$ cat src/rtl/multi_serial_pkg.sv
// Shared constants and types for the serial product deserializer.
package multi_serial_pkg;

  localparam int OPND_W = 4;
  localparam int PROD_W = 2 * OPND_W;
  localparam int CNT_W  = $clog2(PROD_W) + 1;

  typedef enum logic {
    IDLE  = 1'b0,
    SHIFT = 1'b1
  } frame_state_t;

  // Bit counter width for a given product width.
  function automatic int cnt_width(input int prod_w);
    return $clog2(prod_w) + 1;
  endfunction

endpackage

$ cat src/rtl/sipo_frame_shifter.sv
// Serial-in parallel-out frame assembler. Collects PROD_W LSB-first bits
// framed by sync, restarts on a sync that lands mid-frame (abort), and
// emits a one-cycle done pulse together with the completed word.
module sipo_frame_shifter
  import multi_serial_pkg::*;
#(
  parameter int PROD_W = multi_serial_pkg::PROD_W
) (
  input  logic              CLK,
  input  logic              RST,
  input  logic              ser_in,
  input  logic              sync,
  output logic              done,
  output logic [PROD_W-1:0] word,
  output logic              abort,
  output frame_state_t      state
);

  localparam int CW = cnt_width(PROD_W);
  localparam logic [CW-1:0] LAST_IDX = CW'(PROD_W - 1);

  frame_state_t      state_d;
  logic [PROD_W-1:0] sr;
  logic [CW-1:0]     cnt;
  logic              load_first;
  logic              shift_en;

  // State register.
  always_ff @(posedge CLK) begin
    if (RST) state <= IDLE;
    else     state <= state_d;
  end

  // Next state, frame start/abort decode and completion pulse.
  // word is the shift register as it will look after this cycle's bit,
  // so it is only meaningful while done is high.
  always_comb begin
    state_d    = state;
    done       = 1'b0;
    abort      = 1'b0;
    load_first = 1'b0;
    shift_en   = 1'b0;
    word       = {ser_in, sr[PROD_W-1:1]};
    case (state)
      IDLE: begin
        if (sync) begin
          load_first = 1'b1;
          state_d    = SHIFT;
        end
      end
      SHIFT: begin
        if (sync) begin
          abort      = 1'b1;
          load_first = 1'b1;
        end else begin
          shift_en = 1'b1;
          if (cnt == LAST_IDX) begin
            done    = 1'b1;
            state_d = IDLE;
          end
        end
      end
      default: state_d = IDLE;
    endcase
  end

  // Shift register and bit counter. Bits enter at the MSB and move right,
  // so bit 0 (captured with sync) ends up in word[0] after PROD_W bits.
  always_ff @(posedge CLK) begin
    if (RST) begin
      sr  <= '0;
      cnt <= '0;
    end else if (load_first) begin
      sr  <= {ser_in, {(PROD_W-1){1'b0}}};
      cnt <= CW'(1);
    end else if (shift_en) begin
      sr  <= {ser_in, sr[PROD_W-1:1]};
      cnt <= done ? '0 : cnt + CW'(1);
    end
  end

endmodule

$ cat src/rtl/multi_serial_product_deser.sv
// Deserializer for the bit-serial multiplier product stream: assembles
// LSB-first frames into parallel words, holds one word for the consumer
// and keeps sticky overflow / framing error flags.
//
// Output handshake: P_VALID high means P_DATA holds an unconsumed word;
// a transfer happens at a CLK edge where P_VALID and P_READY are both high.
// P_DATA does not change while P_VALID=1 and P_READY=0. A completing frame
// may load in the same edge that the held word is consumed.
module multi_serial_product_deser
  import multi_serial_pkg::*;
#(
  parameter int PROD_W = multi_serial_pkg::PROD_W
) (
  input  logic              CLK,
  input  logic              RST,
  input  logic              SER_IN,
  input  logic              SYNC,
  output logic [PROD_W-1:0] P_DATA,
  output logic              P_VALID,
  input  logic              P_READY,
  output logic              OVF,
  output logic              FRAME_ERR,
  input  logic              CLR_ERR
);

  logic              frame_done;
  logic [PROD_W-1:0] frame_word;
  logic              frame_abort;
  frame_state_t      frame_state;
  logic              hold_free;

  sipo_frame_shifter #(.PROD_W(PROD_W)) u_shifter (
    .CLK    (CLK),
    .RST    (RST),
    .ser_in (SER_IN),
    .sync   (SYNC),
    .done   (frame_done),
    .word   (frame_word),
    .abort  (frame_abort),
    .state  (frame_state)
  );

  // The holding register can take a new word if empty or being consumed now.
  assign hold_free = !P_VALID || P_READY;

  // Holding register and valid flag.
  always_ff @(posedge CLK) begin
    if (RST) begin
      P_DATA  <= '0;
      P_VALID <= 1'b0;
    end else if (frame_done && hold_free) begin
      P_DATA  <= frame_word;
      P_VALID <= 1'b1;
    end else if (P_VALID && P_READY) begin
      P_VALID <= 1'b0;
    end
  end

  // Sticky error flags; a new error event wins over a same-cycle clear.
  always_ff @(posedge CLK) begin
    if (RST) begin
      OVF       <= 1'b0;
      FRAME_ERR <= 1'b0;
    end else begin
      if (frame_done && !hold_free) OVF <= 1'b1;
      else if (CLR_ERR)             OVF <= 1'b0;
      if (frame_abort && frame_state == SHIFT) FRAME_ERR <= 1'b1;
      else if (CLR_ERR)                         FRAME_ERR <= 1'b0;
    end
  end

endmodule
$ cat config.mk
export PLATFORM = sky130hd
export DESIGN_NAME = multi_serial_product_deser
export DESIGN_NICKNAME = d
export VERILOG_FILES = /design/src/rtl/multi_serial_pkg.sv /design/src/rtl/sipo_frame_shifter.sv /design/src/rtl/multi_serial_product_deser.sv
export SDC_FILE = /design/constraint.sdc
export NUM_CORES = 1
export LEC_CHECK = 0
export BUFFER_PORTS_ARGS = -buffer_cell sky130_fd_sc_hd__buf_2
export CORE_UTILIZATION = 48
export DETAILED_ROUTE_END_ITERATION = 8
export GPL_TIMING_DRIVEN = 0
export PLACE_DENSITY_LB_ADDON = 0.15
export SLEW_MARGIN = 20
export SYNTH_ARGS = -nofsm -noshare
export SYNTH_HDL_FRONTEND = slang
export SYNTH_SLANG_ARGS = --single-unit
$ cat constraint.sdc
create_clock -name CLK -period 1.3 [get_ports CLK]
set_input_delay 0.195 -clock CLK [delete_from_list [all_inputs] [get_ports CLK]]
set_output_delay 0.195 -clock CLK [all_outputs]
set_load 0.05 [all_outputs]
Yosys cells after proc, flatten, opt, wreduce, memory -nomap -nowiden:

Cells that the tools add are included.

* $add $sub $neg: 1
* equal/unequal tests: 1
* mux-type cells: 20
* bitwise logic cells: 1
* reductions and logical operators: 12

Operator list (count)
* 1-bit 2-to-1 mux: 16
* 8-bit 2-to-1 mux: 2
* 2-bit nonzero test: 4
* 4-bit by 1-bit adder with 4-bit output, second input constant: 1
* 4-bit by 3-bit == test with 1-bit output, second input constant: 1
* 1-bit logical AND: 4
* 4-bit 2-to-1 mux: 1
* 1-bit zero test: 2
* 1-bit one-hot mux with 2 select lines: 1
* 2-bit OR reduction: 1
* 1-bit logical OR: 1
* 1-bit NOT: 1

* bits in registers: 24
* input bits: 6
* output and inout bits: 11
* logic and storage cells: 44

Longest topological paths before layout:

Gate-level depths: netlist of run 1.

* depth after elaboration: 7
* depth in mapped cells: 5
* mapped depth without buffers: 4

Modules after synthesis:

From an unflattened synthesis of run 1, not the netlist that was laid out.

* cells, all modules: 99
* area, all modules: 1004.7 um^2

By module, submodules not included
* sipo_frame_shifter: instances 1, cells each 51, area an instance 516.7 um^2, sequential area each 240.2 um^2
* multi_serial_product_deser: instances 1, cells each 48, area an instance 488.0 um^2, sequential area each 220.2 um^2

Worst setup path before layout of run 1:

OpenSTA, ideal clock, no wires.

* kind: register to register
* from: register P_VALID
* to: register P_DATA[0]
* arrival: 1.214 ns
* data required time: 1.181 ns
* path slack: -0.033 ns
* stages on the path, launching flop included: 5
* buffers on the path: 1
* clock period less this slack: 1.333 ns
* cells stage by stage: dfxtp_1 nand2b_1 nor4b_4 buf_6 mux2i_1

* longest elaborated chain between the ends: 3

Ends and longest elaborated chain
* start: declaration: line multi_serial_product_deser.sv:19 `output logic P_VALID,`
* start signal: assignment: line multi_serial_product_deser.sv:50 `P_VALID <= 1'b0;`
* start signal: assignment: line multi_serial_product_deser.sv:53 `P_VALID <= 1'b1;`
* start signal: assignment: line multi_serial_product_deser.sv:55 `P_VALID <= 1'b0;`
* 1-bit zero test: line multi_serial_product_deser.sv:44 `assign hold_free = !P_VALID || P_READY;`
* 1-bit logical OR: line multi_serial_product_deser.sv:44
* 1-bit logical AND: line multi_serial_product_deser.sv:51 `end else if (frame_done && hold_free) begin`
* end signal: assignment: line multi_serial_product_deser.sv:52 `P_DATA <= frame_word;`
* end: declaration: line multi_serial_product_deser.sv:18 `output logic [PROD_W-1:0] P_DATA,`

No other way between the ends.
A chain may end at the register's enable or synchronous reset.

Worst setup path after layout of run 1:

* from: register u_shifter.cnt[1]
* to: register P_DATA[0]

* longest elaborated chain between the ends: 5

Ends and longest elaborated chain
* start: declaration: line sipo_frame_shifter.sv:24 `logic [CW-1:0] cnt;`
* start signal: assignment: line sipo_frame_shifter.sv:78 `cnt <= done ? '0 : cnt + CW'(1);`
* 4-bit by 3-bit == test with 1-bit output: line sipo_frame_shifter.sv:57 `if (cnt == LAST_IDX) begin`
* 1-bit 2-to-1 mux: line sipo_frame_shifter.sv:57
* 1-bit 2-to-1 mux: line sipo_frame_shifter.sv:52 `if (sync) begin`
* 1-bit 2-to-1 mux: line sipo_frame_shifter.sv:44 `case (state)`
* 1-bit logical AND: line multi_serial_product_deser.sv:51

No other way between the ends.

==> flow_metrics.tcl, run 1 <==
set metrics [dict create \
    outcome "finished clean" \
    r2r_slack_ps 10 \
    r2r-end "P_DATA[0]$_SDFFE_PP0P_" \
    cts_buffers 3 \
    clock_sinks 23 \
    worstPathArrival_ps 1530 \
    rsz0062_at_grt "yes" \
    met1_usage_pct 20.3 \
    grt_pass1_vias 627 \
    synthCells 97 \
    clockRootBuffer "clkbuf_4" \
    skew_ps 2.06 \
    synth_warnings 0 \
    globalplace.congestion 0.761 \
    ant_nets 0 \
    io_buffers 15 \
    grt_pass1_wl_um 2690 \
    die_w_um 47.8 \
    crit_fanout 8 \
    hold_slack_ps 140 \
    setup_viol 0 \
    reg2reg_depth 5 \
    antennaDiodeCount 0 \
    max_cap_viol_count 0 \
    synth.most_common_cell "dfxtp_1" \
    dp_hpwl_um 1250 \
    multi_input_comb_area_um2 508 \
    clk_latency_ps 300 \
    syn-num-nets 104 \
    slowest_delay_ps 380 \
    drtIter0Drc 2 \
    synth_top_area_share_pct 45.7 \
    clk_pin_slew_ps 120 \
    ys.flop_type "dfxtp_1" \
    seq_area_um2 468 \
    ys_top_cells_by_count "dfxtp_1, nand2b_1, mux2i_1" \
    antenna_found_initial 0 \
    drive_gt1_share_pct 32.5 \
    p_per_area_nw_per_um2 957 \
    synthArstFlopShare_pct 0 \
    dr_total_vias 726 \
    cp.required_ps 1540 \
    total_power_mw 1.15 \
    routed_wl_um 1830 \
    initial_core_util_pct 51.3 \
    avgSynthCellArea_um2 10.4 \
    holdPathEnd "FRAME_ERR$_SDFFE_PP0P_" \
    htree_levels 1 \
    fin_setup_tns_ps 0 \
    synth_top_cell_by_area "dfxtp_1" \
    synth_edf_count 0 \
    io_pins 17 \
    yosysSeqAreaShare_pct 45.7 \
    end_kind "register" \
    relSlewSlack_pct 67.6 \
    drv_slew 0 \
    worstPathCellList "ha_4 -> nand2b_4 -> nor4b_4 -> buf_6 -> mux2i_1" \
    hp-start "CLR_ERR" \
    dr.pass1.iters 2 \
    post_drt_wl_per_cell_um 12.4 \
    min_period_ps 1290 \
    period_share_pct 98.9 \
    grt_util_all_layers_pct 17.7 \
    drc 0 \
    power.leakage_nw 0.462 \
    finish.utilization_pct 61.0 \
    rows 16 \
    cts_tree "built" \
    fillers 202 \
    crit_path_start_kind "register" \
    worst_pin_slew_ps 486 \
    syn2layout_area_growth_pct 18.9 \
    top_usage_layer "met2" \
    use_met3_pct 3.40 \
    hold_depth 3 \
    slowest_stage "dfxtp_2" \
    use_met2_pct 31.6 \
    ys_seq_elements 23 \
    nets 128 \
    hp-class "in2reg" \
    fp.dieH_um 47.8 \
    grt_max_degree 14 \
    clock_path_buffers 2 \
    core_area_um2 1960 \
    critPathKind "reg2reg" \
    vias_per_cell 4.94 \
    holdBufCountCts 0 \
    grt_remaining_overflow 0 \
    reg2reg_from "u_shifter.cnt[1]$_SDFFE_PP0N_" \
    fmax_mhz 778 \
    synth_area_leaders "dfxtp_1, mux2i_1, nand2b_1" \
    final_hold_viol_count 0 \
    ir_worst_vdd_mv 0.586 \
    synth_cell_types 27 \
    dieArea_um2 2290 \
    netlist_area_um2 1010 \
]
[sequential cells by signal (all words and copies together), names as in the netlist]
name / flops
OVF: 1
u_shifter.sr: 7
FRAME_ERR: 1
P_VALID: 1
u_shifter.state: 1
u_shifter.cnt: 4
P_DATA: 8
[worst max-delay path, delay by kind of cell, from the launching register on]
| family | cells | cell delay, ps |
|---|---|---|
| adder cells (fa/ha/maj) | 1 | 160 |
| AND/OR/NAND/NOR | 2 | 280 |
| buffers and inverters | 1 | 190 |
| flip-flops | 1 | 380 |
| multiplexers | 1 | 210 |
[cell families after synthesis]
group | share of synthesized area (%)
AO/OA/AOI/OAI | 6.21
AND/OR/NAND/NOR | 25.1
flip-flops | 45.7
XOR/XNOR | 1.74
buffers and inverters | 5.09
adder cells (fa/ha/maj) | 1.24
multiplexers | 14.9
[stage by stage]
stage | instance area (um^2) | setup slack [ps] | instances
6_report | 1200 | 14.8 | 147
5_1_grt | 1200 | -35.6 | 147
4_1_cts | 1180 | -22.0 | 146
3_5_place_dp | 1120 | -143 | 139
3_3_place_gp | 1120 | -113 | 139
2_1_floorplan | 1010 | 1.70 | 97
[routing by layer]
metal | vias up | wire length (um)
met2 | 15 | 906
li1 | 369 | -
met1 | 338 | 803
met5 | - | 0
met4 | 0 | 48
met3 | 4 | 67
[power breakdown]
part	internal, mW	switching (mW)
clock	0.115	0.208
sequential	0.715	0.00703
combinational	0.0470	0.0537
total	0.877	0.269
[cell type report]
| cell class | count | area share (%) |
|---|---|---|
| Buffer | 7 | 4.28 |
| Clock buffer | 3 | 1.88 |
| Sequential cell | 23 | 39.1 |
| Timing Repair Buffer | 19 | 8.78 |
| Inverter | 1 | 0.313 |
| Multi-Input combinational cell | 66 | 42.4 |
| Tap cell | 27 | 2.82 |
| Clock inverter | 1 | 0.418 |
[how the worst max path moves through the flow]
stage,from,to,cells past startpoint
finish,u_shifter.cnt[1]$_SDFFE_PP0N_,P_DATA[0]$_SDFFE_PP0P_,5
global route,u_shifter.cnt[1]$_SDFFE_PP0N_,P_DATA[7]$_SDFFE_PP0P_,5
CTS,u_shifter.cnt[1]$_SDFFE_PP0N_,P_DATA[0]$_SDFFE_PP0P_,5
detailed placement,u_shifter.cnt[0]$_SDFFE_PP0P_,P_DATA[0]$_SDFFE_PP0P_,5
global placement,u_shifter.cnt[0]$_SDFFE_PP0P_,P_DATA[4]$_SDFFE_PP0P_,5
floorplan,u_shifter.cnt[0]$_SDFFE_PP0P_,P_DATA[0]$_SDFFE_PP0P_,5
[cell usage in the layout (no fill, tap or decap), types with 2 or more instances in the layout]
| cell type | n |
|---|---|
| buf_2 | 17 |
| buf_6 | 3 |
| dfxtp_1 | 19 |
| nor2_1 | 10 |
| mux2i_1 | 15 |
| buf_4 | 4 |
| dfxtp_2 | 3 |
| nand2b_1 | 18 |
| clkbuf_4 | 3 |
| xor2_1 | 2 |
| nand2_1 | 3 |
| a21oi_1 | 4 |
[timing repair]
action,4_1_cts,5_1_grt
endpoints found under the hold margin,0,0
setup buffers,3,1
pin swaps,1,1
resized for setup,5,2
endpoints found under the setup margin,11,8
Power figures use the tool's default switching activity.
==> run 2, diff against run 1 <==
--- a/config.mk
+++ b/config.mk
@@ -5,9 +5,9 @@
 export SDC_FILE = /design/constraint.sdc
 export NUM_CORES = 1
 export LEC_CHECK = 0
-export BUFFER_PORTS_ARGS = -buffer_cell sky130_fd_sc_hd__buf_2
-export CORE_UTILIZATION = 48
+export CORE_UTILIZATION = 50
 export DETAILED_ROUTE_END_ITERATION = 8
+export DONT_BUFFER_PORTS = 1
 export GPL_TIMING_DRIVEN = 0
 export PLACE_DENSITY_LB_ADDON = 0.15
 export SLEW_MARGIN = 20
==> flow_metrics.tcl, run 2 (synthesis gave the netlist of run 1 again) <==
set metrics [dict create \
    drive_gt1_share_pct 22.3 \
    period_share_pct 96.1 \
    hp-start "SER_IN" \
    relSlewSlack_pct 66.3 \
    top_regs "P_DATA: 8 flops, u_shifter.sr: 7 flops, u_shifter.cnt: 4 flops" \
    r2r-end "P_DATA[4]$_SDFFE_PP0P_" \
    grt_pass1_wl_um 2670 \
    path_buf_inv 1 \
    skew_ps 3.07 \
    dp_hpwl_um 1080 \
    grt_pass1_vias 608 \
    fin_setup_tns_ps 0 \
    dr.pass1.iters 5 \
    globalplace.congestion 0.677 \
    holdBufCountCts 0 \
    largest_reg_flops 8 \
    initial_core_util_pct 55.9 \
    nets 111 \
    ant_nets 0 \
    hold_depth 2 \
    cp.required_ps 1550 \
    clk_latency_ps 320 \
    end_kind "register" \
    setup_viol 0 \
    vias_per_cell 5.22 \
    hold_slack_ps 16.5 \
    io_pins 17 \
    reg2reg_depth 5 \
    crit_fanout 8 \
    drc 0 \
    critPathKind "reg2reg" \
    core_area_um2 1800 \
    syn2layout_area_growth_pct 10.1 \
    reg2reg_from "u_shifter.cnt[0]$_SDFFE_PP0P_" \
    rsz0062_at_grt "yes" \
    clock_sinks 23 \
    routed_wl_um 1710 \
    p_int_mw 0.873 \
    p_per_area_nw_per_um2 1030 \
    top_register "P_DATA" \
    htree_levels 1 \
    p_clk_share_pct 29.2 \
    fmax_mhz 800 \
    fillers 163 \
    antenna_found_initial 0 \
    switching_share_pct 23.7 \
    drv_slew 0 \
    worst_pin_slew_ps 505 \
    dr_total_vias 668 \
    rows 15 \
    drtIter0Drc 6 \
    clock_path_buffers 2 \
    ir_worst_vdd_mv 0.671 \
    fp.dieH_um 46.9 \
    slowest_delay_ps 380 \
    outcome "finished clean" \
    crit_path_start_kind "register" \
    grt_max_degree 13 \
    critPathTopFamily "flip-flops" \
    worstPathCellList "ha_4 -> nand2b_4 -> nor4b_4 -> buf_6 -> mux2i_1" \
    switchingPower_mw 0.271 \
    clockRootBuffer "clkbuf_4" \
    grt_util_all_layers_pct 17.9 \
    hp-class "in2reg" \
    power.leakage_nw 0.377 \
    clk_pin_slew_ps 120 \
    antennaDiodeCount 0 \
    final_common_cell "dfxtp_1" \
    die_w_um 46.9 \
    post_drt_wl_per_cell_um 13.4 \
    grt_remaining_overflow 0 \
    r2r_slack_ps 50 \
    worstPathArrival_ps 1500 \
    cts_buffers 3 \
    dieArea_um2 2200 \
    power_frac_seq_pct 63.9 \
    final_hold_viol_count 0 \
    cts_tree "built" \
    holdPathEnd "P_DATA[7]$_SDFFE_PP0P_" \
    io_buffers 0 \
    max_cap_viol_count 0 \
    pwr-share-comb_pct 6.9 \
    min_period_ps 1250 \
    slowest_stage "dfxtp_4" \
    layout_common_cells "dfxtp_1, nand2b_1, mux2i_1" \
]
## run 2: layout make-up
| type | instances | area, um^2 | area share [%] |
|---|---|---|---|
| inverters | 1 | 3.75 | 0.339 |
| plain buffers | 6 | 40.0 | 3.61 |
| clock buffers | 4 | 26.3 | 2.37 |
| multi-input cells | 66 | 515 | 46.5 |
| flip-flops and latches | 23 | 469 | 42.3 |
| repair buffers | 3 | 22.5 | 2.03 |
| well taps | 25 | 31.3 | 2.82 |
## run 2: worst max path at each step
stage	start	depth (start not counted)	slack [ps]	endpoint
after floorplan	u_shifter.cnt[0]$_SDFFE_PP0P_	5	2	P_DATA[0]$_SDFFE_PP0P_
after global placement	u_shifter.cnt[0]$_SDFFE_PP0P_	5	-110	P_DATA[4]$_SDFFE_PP0P_
after detailed placement	u_shifter.cnt[0]$_SDFFE_PP0P_	5	-120	P_DATA[2]$_SDFFE_PP0P_
after CTS	u_shifter.cnt[0]$_SDFFE_PP0P_	5	-10	P_DATA[2]$_SDFFE_PP0P_
after global routing	u_shifter.cnt[0]$_SDFFE_PP0P_	5	-50	P_DATA[2]$_SDFFE_PP0P_
final	u_shifter.cnt[0]$_SDFFE_PP0P_	5	50	P_DATA[4]$_SDFFE_PP0P_
## run 2: per-layer routing
metal | wire length (um) | part of all wire, % | GRT usage, % | up-vias
li1 | - | - | - | 338
met1 | 824 | 48 | 24.9 | 304
met2 | 762 | 44 | 25.8 | 24
met3 | 98 | 5.7 | 3.46 | 2
met4 | 27 | 1.6 | 10.3 | 0
met5 | 0 | 0 | 0 | -
## run 2: what timing repair did
action | CTS | global route
setup endpoints to repair | 11 | 8
resized for setup | 7 | 1
pin swaps | 0 | 1
buffers inserted | 2 | 1
## run 2: per-stage QoR
| step | instances | instance area, um^2 | utilization, % | total power [mW] | setup slack, ps |
|---|---|---|---|---|---|
| CTS | 128 | 1110 | 61.5 | 1.16 | -11.0 |
| global placement | 122 | 1040 | 57.7 | 0.815 | -108 |
| finish | 128 | 1110 | 61.5 | 1.14 | 50.7 |
| floorplan | 97 | 1010 | - | 0.803 | 1.70 |
| detailed placement | 122 | 1040 | 57.7 | 0.816 | -118 |
| global route | 128 | 1110 | 61.5 | 1.19 | -48.7 |
## run 2: worst register-to-register path, cell delays in order (launching register included)
cell	delay [ps]
dfxtp_4	380
ha_4	150
nand2b_4	60
nor4b_4	220
buf_6	190
mux2i_1	190
## run 2: power by group through the flow
stage | clock, mW | combinational, mW | sequential, mW
floorplan | 0 | 0.0618 | 0.741
global placement | 0 | 0.0726 | 0.742
detailed placement | 0 | 0.0736 | 0.742
CTS | 0.348 | 0.0828 | 0.727
global route | 0.368 | 0.0863 | 0.734
finish | 0.334 | 0.0793 | 0.731
